**src/rtl/register_bank_pkg.sv**
```systemverilog
// Shared uDLX register-file definitions: default widths and the hard-wired zero register index.
// Used by register_bank and by the write-back and decode stages that connect to it.
package register_bank_pkg;

    localparam int DEF_DATA_WIDTH     = 32;
    localparam int DEF_REG_ADDR_WIDTH = 5;
    localparam int NUM_RD_PORTS       = 2;

    localparam logic [DEF_REG_ADDR_WIDTH-1:0] ZERO_REG = 5'd0;

endpackage : register_bank_pkg

```
**src/rtl/register_bank.sv**
```systemverilog
// uDLX general-purpose register file: R0 reads as zero, one synchronous write port,
// two registered read ports with write-first bypass and a shared stall hold.
module register_bank
    import register_bank_pkg::*;
#(
    parameter int DATA_WIDTH     = DEF_DATA_WIDTH,
    parameter int REG_ADDR_WIDTH = DEF_REG_ADDR_WIDTH
) (
    input  logic                      clk,
    input  logic                      rst_n,
    input  logic                      wr_en_in,
    input  logic [REG_ADDR_WIDTH-1:0] wr_addr_in,
    input  logic [DATA_WIDTH-1:0]     wr_data_in,
    input  logic                      rd_hold_in,
    input  logic [REG_ADDR_WIDTH-1:0] rd_addr_a_in,
    input  logic [REG_ADDR_WIDTH-1:0] rd_addr_b_in,
    output logic [DATA_WIDTH-1:0]     rd_data_a_out,
    output logic [DATA_WIDTH-1:0]     rd_data_b_out
);

    localparam int DEPTH = 2 ** REG_ADDR_WIDTH;
    localparam logic [REG_ADDR_WIDTH-1:0] ZERO_IDX = REG_ADDR_WIDTH'(ZERO_REG);

    // Flop storage only for R1..R(DEPTH-1); reset clearing rules out a memory macro.
    logic [DATA_WIDTH-1:0] regs_r    [1:DEPTH-1];
    logic [DATA_WIDTH-1:0] regs_view_s [DEPTH];

    // Register array update: clear on reset, otherwise commit the addressed write.
    always_ff @(posedge clk or negedge rst_n) begin
        if (!rst_n) begin
            for (int i = 1; i < DEPTH; i++) begin
                regs_r[i] <= '0;
            end
        end else begin
            for (int i = 1; i < DEPTH; i++) begin
                if (wr_en_in && (wr_addr_in == REG_ADDR_WIDTH'(i))) begin
                    regs_r[i] <= wr_data_in;
                end else begin
                    regs_r[i] <= regs_r[i];
                end
            end
        end
    end

    // Full-depth read view with index 0 tied to zero rather than stored.
    always_comb begin
        regs_view_s[0] = '0;
        for (int i = 1; i < DEPTH; i++) begin
            regs_view_s[i] = regs_r[i];
        end
    end

    for (genvar p = 0; p < NUM_RD_PORTS; p++) begin : g_rd_port
        logic [REG_ADDR_WIDTH-1:0] addr_s;
        logic [DATA_WIDTH-1:0]     next_s;
        logic [DATA_WIDTH-1:0]     data_r;

        assign addr_s = (p == 0) ? rd_addr_a_in : rd_addr_b_in;

        // Read select: zero register, then same-edge write bypass, then stored value.
        always_comb begin
            next_s = '0;
            if (addr_s == ZERO_IDX) begin
                next_s = '0;
            end else if (wr_en_in && (wr_addr_in == addr_s)) begin
                next_s = wr_data_in;
            end else begin
                next_s = regs_view_s[addr_s];
            end
        end

        // Read output register; a stall freezes it while writes keep committing.
        always_ff @(posedge clk or negedge rst_n) begin
            if (!rst_n) begin
                data_r <= '0;
            end else if (!rd_hold_in) begin
                data_r <= next_s;
            end else begin
                data_r <= data_r;
            end
        end
    end

    assign rd_data_a_out = g_rd_port[0].data_r;
    assign rd_data_b_out = g_rd_port[1].data_r;

endmodule : register_bank

```
**config.mk**
```make
export PLATFORM = sky130hd
export DESIGN_NAME = register_bank
export DESIGN_NICKNAME = d
export VERILOG_FILES = /design/src/rtl/register_bank_pkg.sv /design/src/rtl/register_bank.sv
export SDC_FILE = /design/constraint.sdc
export NUM_CORES = 2
export LEC_CHECK = 0
export ABC_CLOCK_PERIOD_IN_PS = 3600
export BUFFER_PORTS_ARGS = -buffer_cell sky130_fd_sc_hd__buf_2
export CORE_ASPECT_RATIO = 1.1
export CORE_MARGIN = 4
export CORE_UTILIZATION = 28
export CTS_CLUSTER_SIZE = 40
export DETAILED_ROUTE_END_ITERATION = 7
export PLACE_DENSITY_LB_ADDON = 0.12
export SLEW_MARGIN = 15
export SYNTH_ARGS = -nofsm -noshare
export SYNTH_HDL_FRONTEND = slang
export SYNTH_SLANG_ARGS = --single-unit
```
**constraint.sdc**
```tcl
create_clock -name clk -period 3.6 [get_ports clk]
set_clock_uncertainty 0.05 [all_clocks]
set_input_delay 1.08 -clock clk [delete_from_list [all_inputs] [get_ports clk]]
set_output_delay 1.08 -clock clk [all_outputs]
set_load 0.02 [all_outputs]
```
==> metrics.cfg <==
[floorplan]
dieHeight_um=477.8
start_util_pct=28.13
ios=115
row_count=172
coreArea_um2=199700
die_w_um=435.1
dieArea_um2=207900

[setup_path]
end_kind=output pin
path_max_fanout=2
critPathKind=flop to output pin
cp-start-kind=flop
required_ps=2470
path_delay_family=flip-flops
slowest_delay_ps=570
arrival_ps=1590
path_cells=buf_2
timing.critical_path.buf_inv=1
slowest_stage=dfrtp_1

[sta]
final.setup.tns_ps=0
rsz0062_at_grt=false
finalHoldViolCount=0
slew_headroom_pct=53.20
fin_hold_ws_ps=268.0
worstMarginPinSlew_ps=702.1
fmax_mhz=368.2
setup_viol=0
final.period_utilization_pct=75.44
setup_slack_ps=884.3
period_minus_slack_ps=2716
drv_slew=0

[clocking]
clk_latency_ps=790
cts_tree=built
ctsRootBufferMaster=clkbuf_16
cts.sinks=1056
ctsResizeCount=0
htree_num_levels=4
cts_buffers=135
ctsHoldBuffers=0
clk_pin_slew_ps=60
cts_setup_buffers=0
clk_path_buf_depth=3

[drt]
drc=0
initialDrtViolationCount=2719
viasPerCell=5.515
postRouteAntennaNets=0
wl_per_cell_um=33.98
routed-via-count=37280
routed_wl_mm=229.8
drtPass1Iterations=5

[power_and_ir_drop]
irDropWorstVdd_mv=0.3604
p_leak_nw=28.13
power_w=0.03705
pwr_density_cell_nw_per_um2=560.4

[run]
cap_viol_max_count=0

[cells_and_area]
finalNetCount=4101
n_fill_cell=19700
area_growth_pct=17.68
stdcell_area_um2=66120
layout_common_cells=1104 x mux2_2, 1056 x dfrtp_1, 393 x mux4_2
final_common_cell=mux2_2
drive_above_1_share_pct=52.59

[logic_synthesis]
synth_area_leaders=dfrtp_1 47%, mux2_2 22%, mux4_2 16%
ys_warn_count=0
syn_area_um2=56190
ys.flop_type=dfrtp_1
synth_edf_count=0
yosys.area.top_type=dfrtp_1
syn_nets=3977
postSynthCellCount=3926
synthArstFlopShare_pct=100.0
ys_ff_latch=1056
synth_top_area_share_pct=47.03
synth_cell_types=57
ys_seq_area_share_pct=47.03
synth.avg_cell_area_um2=14.31

[min_path]
hold_path.class=input pin to asynchronous set/reset pin

[grt]
grtUsageMet1_pct=29.12
grt_overflow_total=0
grt_pass1_wl_mm=323.3
use_met2_pct=36.56
grt_pass1_vias=39310
antenna_found_initial=18
met3_usage_pct=3.483
grt_usage_pct=21.85
top_usage_layer=met2
grt_start_max_net_pins=100

[outcome]
status=completed

[place]
port_buffers=114
detailed_place_hpwl_mm=142.1
dpl_cell_area_um2=61700
place_congestion=0.7667
place_ws_ps=227.5

==> metrics by stage <==
step / util, % / instances
floorplan: - / 3926
global placement: 30.90 / 6523
detailed placement: 30.90 / 6523
CTS: 33.10 / 6757
global route: 33.11 / 6759
finish: 33.11 / 6761
==> per-layer routing <==
| layer | share of wire (%) | routed length [um] |
|---|---|---|
| met1 | 44 | 100500 |
| met3 | 4.5 | 10230 |
| met2 | 48 | 111400 |
| met4 | 3.3 | 7633 |
| met5 | 0.0057 | 13 |
==> layout make-up <==
type | instances | area [um2] | share of cell area, %
Multi-Input combinational cell | 2440 | 27850 | 42.12
Antenna cell | 4 | 10.01 | 0.01514
Timing Repair Buffer | 414 | 4148 | 6.273
Inverter | 3 | 15.01 | 0.02271
Clock buffer | 191 | 3976 | 6.014
Sequential cell | 1056 | 26430 | 39.97
Tap cell | 2610 | 3266 | 4.939
Clock inverter | 43 | 429.2 | 0.6491
==> power by group <==
part	internal [W]	total, W	switching, W
registers	0.0142	0.0160	0.00180
clock network	0.00811	0.0137	0.00564
logic	0.00424	0.00732	0.00308
total	0.0265	0.0371	0.0105
==> kinds of logic after synthesis <==
kind of cell | after synthesis | share of synthesized area (%)
compound gates | 465 | 6.162
buf+inv | 430 | 3.921
xor+xnor | 10 | 0.1559
mux | 1591 | 39.66
simple gates | 374 | 3.069
flops | 1056 | 47.03
==> registers in the layout, indices dropped and copies added, names as in the netlist <==
| signal | count |
|---|---|
| rd_data_a_out | 32 |
| rd_data_b_out | 32 |
| regs_r | 992 |
==> worst paths after layout <==
path / start / endpoint / slack [ps] / cells past startpoint
hold / removal: rst_n / regs_r[735] / 270 / 1
setup reg to reg: regs_r[976] / rd_data_a_out[16] / 1640 / 6
min in group clk: regs_r[228] / regs_r[228] / 470 / 1
setup / recovery: rd_data_a_out[6] / rd_data_a_out[6] / 880 / 1
hold reg to reg: regs_r[228] / regs_r[228] / 470 / 1
max in group asynchronous: rst_n / regs_r[114] / 2170 / 2
==> Yosys cell counts (all sizes together) (6+ instances only) <==
library cell / count
a2111oi: 9
a22oi: 67
a211oi: 36
o22ai: 97
mux4: 396
clkbuf: 185
o2111ai: 6
a32oi: 16
nand3: 33
o21ai: 32
o41ai: 32
nor2: 79
buf: 242
a211o: 6
o31ai: 13
nand2b: 7
mux2: 1114
o311ai: 25
xnor2: 10
nor3: 41
nor2b: 46
a221oi: 32
nand2: 146
mux2i: 81
dfrtp: 1056
a21oi: 42
a22o: 47
Note: power is estimated with default switching activity, not from simulation.
